<file path="src/rtl/reg_dump_pkg.sv">
// Shared types and constants for the register-file dump transmitter.
package reg_dump_pkg;

   localparam int unsigned IDX_W         = 5;
   localparam int unsigned CNT_W         = 2;
   localparam int unsigned BYTE_W        = 8;
   localparam int unsigned WORD_W        = 32;
   localparam int unsigned BYTES_PER_REG = 4;

   localparam logic [BYTE_W-1:0] HEADER_DEFAULT = 8'hA5;

   typedef enum logic [2:0] {
      IDLE,
      HDR,
      LOAD,
      SEND,
      CHK,
      FIN
   } state_t;

endpackage

</file>
<file path="src/rtl/reg_dump_tx.sv">
// Walks the register file through its read port and streams a framed byte dump
// (header, MSB-first register bytes, XOR checksum) over a valid/ready interface.
module reg_dump_tx
   import reg_dump_pkg::*;
#(
   parameter int unsigned       NUM_REGS = 32,
   parameter logic [BYTE_W-1:0] HEADER   = HEADER_DEFAULT
) (
   input  logic              clk,
   input  logic              rst_n,
   input  logic              start,
   output logic [IDX_W-1:0]  reg_addr,
   input  logic [WORD_W-1:0] reg_data,
   output logic [BYTE_W-1:0] tx_data,
   output logic              tx_valid,
   input  logic              tx_ready,
   output logic              busy,
   output logic              done
);

   localparam logic [IDX_W-1:0] LAST_IDX  = IDX_W'(NUM_REGS - 1);
   localparam logic [CNT_W-1:0] LAST_BYTE = CNT_W'(BYTES_PER_REG - 1);

   state_t              r_state;
   logic [IDX_W-1:0]    r_idx;
   logic [CNT_W-1:0]    r_cnt;
   logic [BYTE_W-1:0]   r_chk;
   logic [WORD_W-1:0]   r_shift;

   // tx_data always holds the byte on offer, so it is loaded one step ahead
   // of each handshake; reg_addr moves only when entering LOAD.
   always_ff @(posedge clk) begin
      if (!rst_n) begin
         r_state  <= IDLE;
         r_idx    <= '0;
         r_cnt    <= '0;
         r_chk    <= '0;
         r_shift  <= '0;
         reg_addr <= '0;
         tx_data  <= '0;
         tx_valid <= 1'b0;
         busy     <= 1'b0;
         done     <= 1'b0;
      end else begin
         done <= 1'b0;
         case (r_state)
            IDLE: begin
               if (start) begin
                  r_idx    <= '0;
                  r_cnt    <= '0;
                  r_chk    <= '0;
                  tx_data  <= HEADER;
                  tx_valid <= 1'b1;
                  busy     <= 1'b1;
                  r_state  <= HDR;
               end
            end
            HDR: begin
               if (tx_ready) begin
                  tx_valid <= 1'b0;
                  reg_addr <= r_idx;
                  r_state  <= LOAD;
               end
            end
            LOAD: begin
               r_shift  <= reg_data;
               tx_data  <= reg_data[WORD_W-1 -: BYTE_W];
               tx_valid <= 1'b1;
               r_cnt    <= '0;
               r_state  <= SEND;
            end
            SEND: begin
               if (tx_ready) begin
                  r_chk   <= r_chk ^ tx_data;
                  r_shift <= r_shift << BYTE_W;
                  r_cnt   <= r_cnt + CNT_W'(1);
                  if (r_cnt == LAST_BYTE) begin
                     if (r_idx == LAST_IDX) begin
                        // Fold in the byte being accepted now.
                        tx_data <= r_chk ^ tx_data;
                        r_state <= CHK;
                     end else begin
                        r_idx    <= r_idx + IDX_W'(1);
                        reg_addr <= r_idx + IDX_W'(1);
                        tx_valid <= 1'b0;
                        r_state  <= LOAD;
                     end
                  end else begin
                     tx_data <= r_shift[WORD_W-BYTE_W-1 -: BYTE_W];
                  end
               end
            end
            CHK: begin
               if (tx_ready) begin
                  tx_valid <= 1'b0;
                  busy     <= 1'b0;
                  done     <= 1'b1;
                  r_state  <= FIN;
               end
            end
            FIN: begin
               r_state <= IDLE;
            end
            default: begin
               r_state <= IDLE;
            end
         endcase
      end
   end

endmodule

</file>
<file path="config.mk">
export PLATFORM = sky130hd
export DESIGN_NAME = reg_dump_tx
export DESIGN_NICKNAME = d
export VERILOG_FILES = /design/src/rtl/reg_dump_pkg.sv /design/src/rtl/reg_dump_tx.sv
export SDC_FILE = /design/constraint.sdc
export NUM_CORES = 1
export LEC_CHECK = 0
export ABC_AREA = 1
export CAP_MARGIN = 20
export CORE_MARGIN = 1
export CORE_UTILIZATION = 40
export DETAILED_ROUTE_END_ITERATION = 7
export DONT_BUFFER_PORTS = 1
export GPL_TIMING_DRIVEN = 0
export PLACE_DENSITY = 0.59
export SLEW_MARGIN = 10
export SYNTH_ARGS = -nofsm -noshare
export SYNTH_HDL_FRONTEND = slang
export SYNTH_SLANG_ARGS = --single-unit
export TNS_END_PERCENT = 20
</file>
<file path="constraint.sdc">
create_clock -name clk -period 4.1 [get_ports clk]
set_input_delay 0.82 -clock clk [delete_from_list [all_inputs] [get_ports clk]]
set_output_delay 0.82 -clock clk [all_outputs]
set_load 0.1 [all_outputs]
</file>
**After elaboration in Yosys (flattened, before gate mapping)**

Cells that the tools add are included.

- Output and inout port bits: 16
- Bits in registers: 58
- Logic and storage cells: 80
- Input bits: 36

- Reductions and logical operators: 18
- Bitwise logic cells: 1
- Eq/ne operators: 14
- Add/sub/neg operators: 2
- Muxes and demuxes: 35

Operators with widths:

| kind | count |
|---|---|
| $mux 8 | 6 |
| $pmux 24 s2 | 1 |
| $mux 5 | 5 |
| $mux 24 | 1 |
| $pmux 8 s3 | 1 |
| $pmux 5 s2 | 2 |
| $mux 3 | 6 |
| $pmux 8 s2 | 1 |
| $pmux 3 s5 | 1 |
| $reduce_and 5->1 | 3 |
| $ne 2x2->1 const B | 6 |
| $reduce_and 3->1 | 3 |
| $reduce_bool 2->1 | 4 |
| $xor 8x8->8 | 1 |
| $eq 3x2->1 const B | 2 |
| $mux 1 | 6 |
| $pmux 2 s3 | 1 |
| $reduce_and 6->1 | 1 |
| $add 5x1->5 const B | 1 |
| $eq 5x5->1 const B | 1 |
| $mux 2 | 2 |
| $pmux 1 s4 | 1 |
| $reduce_and 2->1 | 2 |
| $reduce_and 4->1 | 1 |
| other kinds (11) | 11 |

**Depth between registers and ports, before layout**

- Depth after elaboration: 5
- Gate-level depth with buffers: 13
- Depth with buffers taken out: 13

**Least setup slack after synthesis**

Ideal clock, no wire load.

- Kind: register to output
- Start: register tx_data[4]
- End: output port tx_data[4]
- Cell stages (with the launch flop): 1
- Required time: 3.280 ns
- Arrival time: 0.955 ns
- Buffers on the path: 0
- Path slack: 2.325 ns
- Cells stage by stage: dfxtp_1

RTL lines:

| what | RTL line | source |
|---|---|---|
| from (decl) | reg_dump_tx.sv:14 | `output logic [BYTE_W-1:0] tx_data,` |
| from (signal assigned) | reg_dump_tx.sv:67 | `tx_data <= reg_data[WORD_W-1 -: BYTE_W];` |
| from (signal assigned) | reg_dump_tx.sv:80 | `tx_data <= r_chk ^ tx_data;` |
| from (signal assigned) | reg_dump_tx.sv:89 | `tx_data <= r_shift[WORD_W-BYTE_W-1 -: BYTE_W];` |

No word-level cell between the ends.

**Worst setup path in the final report**

- Start: register tx_data[7]
- End: output port tx_data[7]

No word-level cell between the ends.

==> metrics.yaml <==
worstPathRequired_ps: 3280
synthTopCellsByArea: "dfxtp_1 (38%), nand2_1 (19%), nor2_1 (11%)"
switching_share_pct: 44.8
clockPowerShare_pct: 23.5
pwr-share-comb_pct: 30.7
fin_crit_ps: 2170
power_switching_mw: 1.03
end_kind: "output pin"
crit_path_start_kind: "flop"
rsz0062_at_grt: "no"
hold_path_startpoint: "r_shift[15]"
fin_cells: 584
routed-via-count: 2785
synth_area_per_cell_sq_um: 6.45
vias_per_cell: 4.77
p_int_mw: 1.27
seqPwrFrac_pct: 45.8
setup-tns-final_ps: 0
die-width_microns: 89.0
ir_drop_uv: 266
synth_top_area_share_pct: 38.4
synth.yosys.warnings: 0
chipHeight_microns: 89.0
setup_viol: 0
numCtsBuffers: 9
holdPathEnd: "r_shift[15]"
hold_violations: 0
cap_viol_max_count: 0
whs_path_depth: 2
rows: 31
timing.hold.ws_ps: 458
clock_sinks: 58
cp_data_arrival_time_ps: 1350
p_leak_nw: 1.56
grt_remaining_overflow: 0
critPathKind: "reg2out"
worst_r2r_endpoint: "reg_addr[3]"
dp_hpwl_microns: 5470
fmax_mhz: 460
clkLatencyLatePin_ps: 340
cts_hold_buffers: 0
drive_above_1_share_pct: 10.5
cts.clk_slew.worst_paths_ps: 70
setup_ws_ps: 1930
final_area_sq_um: 3350
post_cts_buffers: 0
power_mw: 2.29
ant_nets: 0
grt_antenna_before_repair: 0
wl_per_cell_microns: 12.8
grt_pass1_wl_microns: 11900
syn_nets: 510
fp.coreArea_sq_um: 7290
skew_ps: 5.41
post_dp_cell_area_sq_um: 3150
dieArea_sq_um: 7920
synthToLayoutAreaGrowth_pct: 10.6
cts_tree: "built"
layout.nets: 521
start_util_pct: 41.5
rr_worst_depth: 10
finalWirelength_microns: 7480
power.density_nw_per_um2: 685
gp_congestion: 0.826
cp_max_fo: 3
ys_types: 24
dr.pass1.iters: 4
track_usage_pct: 20.5
netlist_area_sq_um: 3030
hold_class: "reg2reg"
grt_max_degree: 11
outcome: "finished, final reports clean"
htreeDepth: 3
worstMarginPinSlew_ps: 1040
io_pins: 52
grt_pass1_vias: 2459
yosys.area.top_type: "dfxtp_1"
synth-seq-area-share_pct: 38.4
r2r_setup_slack_ps: 2250
report.final.slew_viol_count: 0
portBuffers: 0
drc: 0
drtIter0Drc: 163
ys_ff_latch: 58
pre_cts_ws_ps: 2100
post-route-util_pct: 45.9
n_fill_cell: 819
netlist_instances: 469
clk_path_buf_depth: 2
cts.repair.resized: 0
diodes: 0
root_buffer: "clkbuf_8"
finalCritPeriodShare_pct: 53.0
relSlewSlack_pct: 30.6
timing.rr.start: "r_idx[0]"
dp.cells: 568
==> worst register-to-register path: cells and delay by family (launching register included) <==
kind,cells,cell delay [ps]
compound gates,1,100
fa+ha+maj,2,400
buf+inv,1,140
flops,1,340
simple gates,6,750
==> synth_stat cells <==
library cell	count
clkbuf_1	6
o211ai_1	1
buf_6	2
a21oi_1	28
nor2_4	4
xnor2_1	8
inv_2	5
nand2_4	2
buf_4	5
o21ai_0	29
nand2_2	4
ha_1	5
nand3_4	1
nor2_1	90
buf_2	8
nand3_1	21
nor2_2	1
dfxtp_1	58
nand2_1	152
o21ai_1	1
or2_2	6
nand4_1	1
nand3b_1	1
inv_1	30
==> layout make-up <==
type                    instances  area [sq um]  area share [%]
plain buffers                  21           123            3.66
clock buffers                  14           163            4.86
clock inverters                 2          35.0            1.05
inverters                      35           131            3.92
multi-input cells             355          1610            48.1
flip-flops and latches         58          1160            34.7
well taps                      99           124            3.70
==> registers in the layout, indices dropped and copies added, names as in the netlist <==
name and flops:
r_chk 8, r_state 3, r_cnt 2, reg_addr 5
tx_valid 1, done 1, tx_data 8, r_shift 24
r_idx 5, busy 1
==> cells in the final DEF, fill, tap and decap left out, drive strengths merged <==
master and n:
nor2 95, o211ai 1, buf 15, nand2 158, a21oi 28, inv 35, or2 6, bufinv 1
nand3 22, clkinv 1, ha 5, o21ai 30, xnor2 8, nand3b 1, nand4 1, dfxtp 58
clkbuf 20
==> routing by layer <==
layer / GRT usage, % / up-vias / wire (microns)
li1: - / 1475 / -
met4: 11.0 / 0 / 197
met5: 0 / - / 0
met1: 25.9 / 1213 / 3480
met3: 4.52 / 14 / 535
met2: 32.7 / 83 / 3260
==> kinds of logic after synthesis <==
group | synth area share (%)
flip-flops | 38.4
XOR/XNOR | 2.32
adder cells (fa/ha/maj) | 2.07
buffers and inverters | 8.39
AND/OR/NAND/NOR | 39.0
AO/OA/AOI/OAI | 9.84
==> how the worst max path moves through the flow <==
stage | endpoint | cells past startpoint | start | slack [ps]
global placement | reg_addr[3] | 7 | tx_ready | 2100
floorplan | tx_data[4] | 0 | tx_data[4] | 2330
finish | tx_data[7] | 0 | tx_data[7] | 1930
global route | tx_data[7] | 0 | tx_data[7] | 1890
detailed placement | reg_addr[3] | 7 | tx_ready | 2100
CTS | tx_data[3] | 0 | tx_data[3] | 1910
==> power by group through the flow <==
stage	registers, mW	clock network [mW]	logic (mW)
finish	1.05	0.540	0.705
floorplan	1.04	0	0.565
detailed placement	1.06	0	0.704
CTS	1.05	0.549	0.707
global route	1.07	0.578	0.807
global placement	1.06	0	0.693
No activity file was read; power rests on OpenSTA's default activity.
